$ cat src/rtl/disassemble_pkg.sv
// Shared constants, state encoding and frame layout for the game-state packet receiver.
package disassemble_pkg;

   localparam logic [7:0] SYNC_LO       = 8'hAA;
   localparam logic [7:0] SYNC_HI       = 8'h55;
   localparam int         PAYLOAD_BYTES = 20;
   localparam int         PACKET_W      = 176;
   localparam int         STAGE_W       = PAYLOAD_BYTES * 8;
   localparam int         CNT_W         = $clog2(PAYLOAD_BYTES);

   // Byte offsets of each field within the payload (b2 on the wire is offset 0)
   localparam int OFF_PX   = 0;
   localparam int OFF_PY   = 1;
   localparam int OFF_W1Y  = 2;
   localparam int OFF_W1BF = 3;
   localparam int OFF_W2Y  = 8;
   localparam int OFF_W2BF = 9;
   localparam int OFF_W3Y  = 14;
   localparam int OFF_W3BF = 15;

   typedef enum logic [1:0] {
      HUNT_LO = 2'd0,
      HUNT_HI = 2'd1,
      PAYLOAD = 2'd2
   } state_e;

   typedef struct packed {
      logic [7:0]  px;
      logic [7:0]  py;
      logic [7:0]  w1y;
      logic [39:0] w1bf;
      logic [7:0]  w2y;
      logic [39:0] w2bf;
      logic [7:0]  w3y;
      logic [39:0] w3bf;
   } frame_t;

   // Payload byte 0 sits in the low byte of the staging vector.
   function automatic frame_t unpack_frame(input logic [STAGE_W-1:0] s);
      frame_t f;
      f.px   = s[OFF_PX*8   +: 8];
      f.py   = s[OFF_PY*8   +: 8];
      f.w1y  = s[OFF_W1Y*8  +: 8];
      f.w1bf = s[OFF_W1BF*8 +: 40];
      f.w2y  = s[OFF_W2Y*8  +: 8];
      f.w2bf = s[OFF_W2BF*8 +: 40];
      f.w3y  = s[OFF_W3Y*8  +: 8];
      f.w3bf = s[OFF_W3BF*8 +: 40];
      return f;
   endfunction

endpackage

$ cat src/rtl/disassemble_pack_sync_hunt.sv
// Receive state machine: hunts for the AA 55 sync word, pulses sync_found_o and
// holds PAYLOAD until the top reports the last byte or an inter-byte timeout.
module pack_sync_hunt
   import disassemble_pkg::*;
(
   input  logic       clk,
   input  logic       rst_n,
   input  logic [7:0] rx_data_i,
   input  logic       rx_valid_i,
   input  logic       frame_done_i,
   input  logic       abort_i,
   output state_e     state_o,
   output logic       sync_found_o
);

   state_e state_q, state_d;

   always_comb begin
      state_d      = state_q;
      sync_found_o = 1'b0;
      if (rx_valid_i) begin
         unique case (state_q)
            HUNT_LO: if (rx_data_i == SYNC_LO) state_d = HUNT_HI;
            HUNT_HI: begin
               if (rx_data_i == SYNC_HI) begin
                  state_d      = PAYLOAD;
                  sync_found_o = 1'b1;
               end else if (rx_data_i != SYNC_LO) begin
                  state_d = HUNT_LO;
               end
            end
            // payload bytes are data only, never re-examined for sync
            PAYLOAD: if (frame_done_i) state_d = HUNT_LO;
            default: state_d = HUNT_LO;
         endcase
      end else if (abort_i) begin
         state_d = HUNT_LO;
      end
   end

   always_ff @(posedge clk or negedge rst_n) begin
      if (!rst_n) state_q <= HUNT_LO;
      else        state_q <= state_d;
   end

   assign state_o = state_q;

endmodule

$ cat src/rtl/disassemble_pack.sv
// Byte-serial game-state packet receiver: sync hunt, 20-byte payload staging, registered fields.
// Optional inter-byte timeout enabled by defining DISASSEMBLE_TIMEOUT_EN.
module disassemble_pack
   import disassemble_pkg::*;
#(
   parameter int TIMEOUT_CYCLES = 1024
) (
   input  logic        clk,
   input  logic        rst_n,
   input  logic [7:0]  rx_data,
   input  logic        rx_valid,
   output logic [7:0]  player_x,
   output logic [7:0]  player_y,
   output logic [7:0]  wave1_y,
   output logic [7:0]  wave2_y,
   output logic [7:0]  wave3_y,
   output logic [39:0] wave1_bitfield,
   output logic [39:0] wave2_bitfield,
   output logic [39:0] wave3_bitfield,
   output logic        frame_valid,
   output logic        busy,
   output logic        timeout_err
);

   state_e             state;
   logic               sync_found;
   logic               in_payload;
   logic               last_byte;
   logic               abort;

   logic [CNT_W-1:0]   cnt_q,   cnt_d;
   logic [STAGE_W-1:0] stage_q, stage_d;
   frame_t             frame_q, frame_d;
   logic               fv_q,    fv_d;

   pack_sync_hunt u_hunt (
      .clk          (clk),
      .rst_n        (rst_n),
      .rx_data_i    (rx_data),
      .rx_valid_i   (rx_valid),
      .frame_done_i (last_byte),
      .abort_i      (abort),
      .state_o      (state),
      .sync_found_o (sync_found)
   );

   assign in_payload = (state == PAYLOAD);
   assign last_byte  = rx_valid && in_payload && (cnt_q == CNT_W'(PAYLOAD_BYTES-1));
   assign busy       = (state != HUNT_LO);

   // Bytes enter at the top, so after 20 shifts payload byte 0 lands in the low byte.
   always_comb begin
      cnt_d   = cnt_q;
      stage_d = stage_q;
      frame_d = frame_q;
      fv_d    = 1'b0;
      if (sync_found) begin
         cnt_d = '0;
      end else if (rx_valid && in_payload) begin
         stage_d = {rx_data, stage_q[STAGE_W-1:8]};
         cnt_d   = cnt_q + CNT_W'(1);
         if (last_byte) begin
            frame_d = unpack_frame(stage_d);
            fv_d    = 1'b1;
            cnt_d   = '0;
         end
      end
   end

   always_ff @(posedge clk or negedge rst_n) begin
      if (!rst_n) begin
         cnt_q   <= '0;
         stage_q <= '0;
         frame_q <= '0;
         fv_q    <= 1'b0;
      end else begin
         cnt_q   <= cnt_d;
         stage_q <= stage_d;
         frame_q <= frame_d;
         fv_q    <= fv_d;
      end
   end

`ifdef DISASSEMBLE_TIMEOUT_EN
   localparam int IDLE_W = $clog2(TIMEOUT_CYCLES + 1);

   logic [IDLE_W-1:0] idle_q, idle_d;
   logic              to_q;

   // A byte in the timeout cycle keeps the frame alive, since abort requires an idle cycle.
   assign abort = !rx_valid && busy && (idle_q == IDLE_W'(TIMEOUT_CYCLES - 1));

   always_comb begin
      idle_d = idle_q + IDLE_W'(1);
      if (rx_valid || !busy || abort) idle_d = '0;
   end

   always_ff @(posedge clk or negedge rst_n) begin
      if (!rst_n) begin
         idle_q <= '0;
         to_q   <= 1'b0;
      end else begin
         idle_q <= idle_d;
         to_q   <= abort;
      end
   end

   assign timeout_err = to_q;
`else
   logic [31:0] unused_timeout;
   assign unused_timeout = 32'(TIMEOUT_CYCLES);
   assign abort          = 1'b0;
   assign timeout_err    = 1'b0;
`endif

   assign player_x       = frame_q.px;
   assign player_y       = frame_q.py;
   assign wave1_y        = frame_q.w1y;
   assign wave2_y        = frame_q.w2y;
   assign wave3_y        = frame_q.w3y;
   assign wave1_bitfield = frame_q.w1bf;
   assign wave2_bitfield = frame_q.w2bf;
   assign wave3_bitfield = frame_q.w3bf;
   assign frame_valid    = fv_q;

endmodule

$ cat config.mk
export PLATFORM = sky130hd
export DESIGN_NAME = disassemble_pack
export DESIGN_NICKNAME = d
export VERILOG_FILES = /design/src/rtl/disassemble_pkg.sv /design/src/rtl/disassemble_pack_sync_hunt.sv /design/src/rtl/disassemble_pack.sv
export SDC_FILE = /design/constraint.sdc
export NUM_CORES = 1
export LEC_CHECK = 0
export ABC_AREA = 1
export BUFFER_PORTS_ARGS = -buffer_cell sky130_fd_sc_hd__buf_4
export CORE_MARGIN = 3
export CORE_UTILIZATION = 50
export DETAILED_ROUTE_END_ITERATION = 12
export PLACE_DENSITY = 0.75
export SETUP_SLACK_MARGIN = 0.15
export SLEW_MARGIN = 20
export SYNTH_ARGS = -nofsm -noshare
export SYNTH_HDL_FRONTEND = slang
export SYNTH_SLANG_ARGS = --single-unit
$ cat constraint.sdc
create_clock -name clk -period 2.1 [get_ports clk]
set_input_delay 0.105 -clock clk [delete_from_list [all_inputs] [get_ports clk]]
set_output_delay 0.105 -clock clk [all_outputs]
set_load 0.01 [all_outputs]
==> results of run 1 <==
==> per-stage QoR <==
stage	cell area, sq um	util [%]	instances
after detailed placement	13980	57.32	1766
after global placement	13980	57.32	1766
after CTS	15260	62.57	1836
after global routing	15270	62.60	1836
after floorplan	12430	-	1338
final	15270	62.60	1836
==> state kept, by name, indices dropped and copies added (netlist names) <==
| signal | flops |
|---|---|
| cnt_q | 5 |
| frame_valid | 1 |
| player_x | 8 |
| player_y | 8 |
| stage_q | 152 |
| u_hunt.state_o | 2 |
| wave1_bitfield | 40 |
| wave1_y | 8 |
| wave2_bitfield | 40 |
| wave2_y | 8 |
| wave3_bitfield | 40 |
| wave3_y | 8 |
==> cell type report <==
cell class | count | area share (%)
clock buffers | 55 | 7.096
clock inverters | 6 | 0.7047
inverters | 83 | 2.057
multi-input cells | 848 | 23.98
flip-flops and latches | 320 | 52.44
well taps | 324 | 2.655
repair buffers | 200 | 11.06
==> final timing paths <==
check | start | to | slack (ns) | cells past startpoint
min in group asynchronous | rst_n | wave1_bitfield[3] | 0.15 | 2
min | rx_valid | cnt_q[0] | 0.04 | 4
min reg2reg | stage_q[90] | wave2_bitfield[10] | 0.47 | 2
max | u_hunt.state_o[1] | cnt_q[2] | 0.30 | 8
max reg2reg | u_hunt.state_o[1] | cnt_q[2] | 0.30 | 8
max in group asynchronous | rst_n | wave3_bitfield[38] | 1.17 | 3
==> power breakdown <==
part | switching (mW) | internal, mW | leakage, nW | total [mW]
logic | 0.369 | 0.189 | 3.71 | 0.558
clock network | 2.34 | 3.90 | 0.582 | 6.24
registers | 0.219 | 6.45 | 4.11 | 6.67
==> cells by family (layout without fill, tap and decap cells) <==
logic type | count (synthesis) | count (layout) | synth area share (%)
AOI/OAI and AO/OA | 307 | 307 | 12.38
xor gates and xnor gates | 3 | 3 | 0.2114
adders and majority gates | 1 | 1 | 0.1006
buffers and inverters | 170 | 344 | 6.261
DFF | 320 | 320 | 64.43
other | 1 | 1 | 0.03017
and+or+nand+nor | 536 | 536 | 16.59
==> worst reg2reg max path, stage by stage (launching register included) <==
cell and delay [ns]:
dfrtp_1 0.42, inv_2 0.05, nor2_2 0.21, nand2_8 0.25, nor2_8 0.23, buf_16 0.29, nor2_1 0.10, nand3_1 0.09
nand2_1 0.05
==> per-layer routing <==
| metal | up-vias | wire [um] | share of wire (%) |
|---|---|---|---|
| li1 | 4540 | - | - |
| met4 | 0 | 785 | 2.7 |
| met5 | - | 0 | 0 |
| met3 | 56 | 1416 | 4.9 |
| met1 | 4570 | 12620 | 44 |
| met2 | 265 | 14120 | 49 |
==> timing repair <==
item	4_1_cts	5_1_grt
endpoints found under the hold margin	106	0
setup buffers	0	0
gates resized for setup	0	1
setup endpoints to repair	0	6
hold buffers	9	0
==> placed cells by master, fill, tap and decap left out, types with 2 or more instances in the layout <==
cell type / instances
buf_12: 11
buf_4: 178
bufinv_16: 3
clkbuf_1: 9
clkbuf_16: 37
clkbuf_8: 9
clkinv_2: 2
dfrtp_1: 320
dlygate4sd3_1: 9
inv_1: 81
nand2_1: 507
nand3_1: 11
nand4_1: 3
nor2_1: 9
o21ai_0: 273
o21ai_1: 33
or2_2: 2
xnor2_1: 2
==> impl_metrics.json, run 1 <==
{
  "p_total_mw": 13.47,
  "status": "completed",
  "tightestPinTransition_ns": 0.5303,
  "area_delta_synth_final_pct": 22.85,
  "drt_iter0_drc": 834,
  "maxCapViolCount": 0,
  "irDropWorstVdd_uv": 609.4,
  "drive_above_1_share_pct": 16.60,
  "dr.pass1.iters": 5,
  "relSlewSlack_pct": 64.64,
  "grt.met3_usage_pct": 3.677,
  "critPathSlowestCell": "dfrtp_1",
  "rsz0062_at_grt": "true",
  "skew_ns": 0.01428,
  "finalCriticalPeriod_ns": 1.802,
  "coreArea_sq_mm": 0.02439,
  "synth.distinct_cells": 22,
  "die_h_um": 163.7,
  "antenna_left": 0,
  "grt_max_degree": 104,
  "use_met1_pct": 29.75,
  "p_per_area_mw_per_mm2": 882.0,
  "initial_core_util_pct": 50.96,
  "grt_pass1_wl_um": 47280,
  "antenna_found_initial": 0,
  "crit_required_ns": 2.49,
  "vias_per_cell": 5.137,
  "cts-htree-levels": 2,
  "portBuffers": 172,
  "ys_seq_area_share_pct": 64.43,
  "p_leak_nw": 8.408,
  "die_area_sq_mm": 0.02679,
  "synth.top_cells.by_area": "dfrtp_1 (64%), nand2_1 (15%), o21ai_0 (11%), inv_1 (2.4%), o21ai_1 (1.3%)",
  "grt_pass1_vias": 9262,
  "ys_seq_elements": 320,
  "cp_top_family": "simple AND/OR/NAND/NOR gates",
  "synth_edf_count": 0,
  "diodes": 0,
  "fillers": 2055,
  "setup_viol": 0,
  "setup_slack_ns": 0.2984,
  "die_w_um": 163.7,
  "cts-root-buf": "clkbuf_16",
  "syn_inst": 1338,
  "synth_commonest_cells": "nand2_1 (507), dfrtp_1 (320), o21ai_0 (273), inv_1 (81), clkbuf_1 (40)",
  "syn_area_sq_mm": 0.01243,
  "finalNetCount": 1499,
  "cp-end-kind": "flip-flop",
  "slew_violations": 0,
  "hpwlAfterDp_um": 18330,
  "hold_violations": 0,
  "gr-total-overflow": 0,
  "yosys.cell_count.top_type": "nand2_1",
  "grt.met2_usage_pct": 36.09,
  "path_class": "flip-flop to flip-flop",
  "fp-row-count": 57,
  "ff_latch_area_sq_mm": 0.008008,
  "multi_input_area_sq_mm": 0.003662,
  "vias": 9431,
  "critPathLaunchType": "flip-flop",
  "synthFlopType": "dfrtp_1",
  "path_buf_inv": 2,
  "drc": 0,
  "hold_slack_ns": 0.04200,
  "yosys_warnings": 0,
  "grt_use_total_pct": 21.80,
  "setup_tns_ns": 0,
  "yosysTopAreaCell": "dfrtp_1",
  "cts_sinks": 320,
  "synthArstFlopShare_pct": 100.0,
  "path_cells": "inv_2, nor2_2, nand2_8, nor2_8, buf_16, nor2_1, nand3_1, nand2_1",
  "crit_path_max_fanout": 84,
  "wl_um": 28940,
  "io_pins": 174,
  "crit_arrival_ns": 2.19,
  "top_usage_layer": "met2",
  "cts_buffer_depth": 3,
  "post-place-ws_ns": 0.2477,
  "cts_buffers": 34,
  "clk_pin_slew_ns": 0.06,
  "routedWlPerCell_um": 15.76,
  "timing.final.crit_share_pct": 85.79,
  "cts_tree": "built",
  "hold_path_class": "primary input to flip-flop",
  "critPathMaxStageDelay_ns": 0.42,
  "clock_latency_ns": 0.50,
  "synth_nets": 1350,
  "synth_top_area_share_pct": 64.43,
  "max_freq_mhz": 555.1,
  "syn_avg_cell_area_sq_um": 9.290,
  "gp_congestion": 0.7989
}
Note: power is estimated with default switching activity, not from simulation.
==> run 2: changes to the inputs <==
CORE_MARGIN = not set   (was 3)
==> run 2 against run 1 <==
  * First-iteration DRC count shrank 10%
  * Register-to-register slack is essentially flat
  * Worst hold slack gained 0.0027 ns
  * Clock skew shrank 0.0071 ns
  * Sequential share of layout area grew 0.42 points
  * Final area shrank 0.80%
  * Maximum frequency grew 0.57%
  * Wire length shrank 3.1%
  * Sequential cell count is the same
  * Combinational power shrank 2%
  * Cell count grew 0.16%
  * Critical path type unchanged
==> impl_metrics.json, run 2 (synthesized netlist as in run 1, its figures left out) <==
{
  "status": "completed",
  "crit_required_ns": 2.53,
  "cts-root-buf": "clkbuf_16",
  "max_freq_mhz": 558.2,
  "crit_start": "cnt_q[0]",
  "cts_tree": "built",
  "hold_violations": 0,
  "wl_um": 28030,
  "die_w_um": 159.7,
  "portBuffers": 172,
  "hpwlAfterDp_um": 17830,
  "slew_violations": 0,
  "tightestPinTransition_ns": 0.5094,
  "crit_path_max_fanout": 53,
  "setup_viol": 0,
  "irDropWorstVdd_uv": 550.7,
  "initial_core_util_pct": 51.11,
  "die_h_um": 159.7,
  "cts_sinks": 320,
  "grt_max_degree": 111,
  "hold_path_class": "primary input to flip-flop",
  "finalNetCount": 1503,
  "routedWlPerCell_um": 15.24,
  "p_per_area_mw_per_mm2": 854.1,
  "clk_pin_slew_ns": 0.06,
  "cts-htree-levels": 2,
  "coreArea_sq_mm": 0.02432,
  "regMostFlops": "stage_q",
  "p_leak_nw": 8.363,
  "clock_latency_ns": 0.50,
  "cts_buffers": 34,
  "cts_buffer_depth": 3,
  "grt_pass1_wl_um": 47010,
  "drt_iter0_drc": 750,
  "diodes": 0,
  "io_pins": 174,
  "hold_start": "rx_valid",
  "multi_input_area_sq_mm": 0.003662,
  "hold_slack_ns": 0.04469,
  "crit_arrival_ns": 2.22,
  "vias_per_cell": 5.101,
  "grt_use_total_pct": 22.63,
  "grt_pass1_vias": 9168,
  "die_area_sq_mm": 0.02549,
  "critPathLaunchType": "flip-flop",
  "setup_tns_ns": 0,
  "final_cell_mix": "nand2_1 (507), dfrtp_1 (320), o21ai_0 (273)",
  "antenna_left": 0,
  "layout_commonest_cell": "nand2_1",
  "timing.final.crit_share_pct": 85.30,
  "fin_cells": 1839,
  "dpl.cell_count": 1770,
  "fillers": 1967,
  "finalCriticalPeriod_ns": 1.791,
  "path_class": "flip-flop to flip-flop",
  "area_delta_synth_final_pct": 21.86,
  "dr.pass1.iters": 5,
  "maxCapViolCount": 0,
  "vias": 9380,
  "finalCoreUtilization_pct": 62.28,
  "antenna_found_initial": 0,
  "drc": 0,
  "post_cts_buffers": 0,
  "post-place-ws_ns": 0.3177,
  "cp-end-kind": "flip-flop",
  "largest_reg_flops": 152,
  "skew_ns": 0.007159,
  "reg2reg_from": "cnt_q[0]",
  "gp_congestion": 0.8179,
  "relSlewSlack_pct": 66.04,
  "drive_above_1_share_pct": 16.70,
  "fp-row-count": 57,
  "rsz0062_at_grt": "false",
  "ff_latch_area_sq_mm": 0.008008,
  "gr-total-overflow": 0,
  "setup_slack_ns": 0.3087
}
[run 2: changes by cell type in the layout (fill, tap and decap cells not counted), sizes merged]
cell / change
bufinv: -3
clkinv: +5
clkbuf: -2
buf: +4
clkinvlp: -1
[run 2: worst max-delay path, stage by stage, from the launching register on]
cell	delay, ns
dfrtp_1	0.42
ha_1	0.26
nand2_1	0.08
inv_1	0.06
nand2_4	0.14
buf_4	0.46
o21ai_0	0.20
nand2_1	0.10
[run 2: worst paths after layout]
kind / endpoint / slack, ns / cells after the start
worst min-delay path: cnt_q[4] / 0.04 / 4
worst min register to register: wave1_bitfield[37] / 0.48 / 2
worst max register to register: wave2_bitfield[20] / 0.31 / 7
worst max-delay path: wave2_bitfield[20] / 0.31 / 7
min in group asynchronous: wave1_bitfield[6] / 0.14 / 2
max in group asynchronous: stage_q[112] / 1.14 / 3
[run 2: per-stage QoR]
step | instance area, sq um | power [mW]
6_report | 15150 | 12.94
5_1_grt | 15150 | 13.45
4_1_cts | 15140 | 13.06
3_5_place_dp | 13970 | 7.314
3_3_place_gp | 13970 | 7.287
2_1_floorplan | 12430 | 6.987
[run 2: what timing repair did]
item                       CTS  global route
gates resized for setup      0             1
hold endpoints to repair   178             0
hold buffers                 9             0
setup endpoints to repair    0             3
[run 2: layout make-up]
cell class / instances / area share [%]
Sequential cell: 320 / 52.87
Multi-Input combinational cell: 848 / 24.18
Timing Repair Buffer: 204 / 11.05
Clock buffer: 53 / 6.906
Tap cell: 324 / 2.676
Inverter: 83 / 2.090
Clock inverter: 7 / 0.2313
[run 2: routing by layer]
metal | wire [um] | global-route usage (%)
met1 | 12660 | 32.30
met2 | 13430 | 35.87
met3 | 1319 | 3.766
met4 | 619 | 6.774
met5 | 0 | 0
[run 2: where the power goes]
group	switching, mW	internal [mW]	total [mW]
Sequential	0.220	6.45	6.67
Combinational	0.359	0.187	0.546
Clock	2.30	3.42	5.72
Total	2.88	10.1	12.9
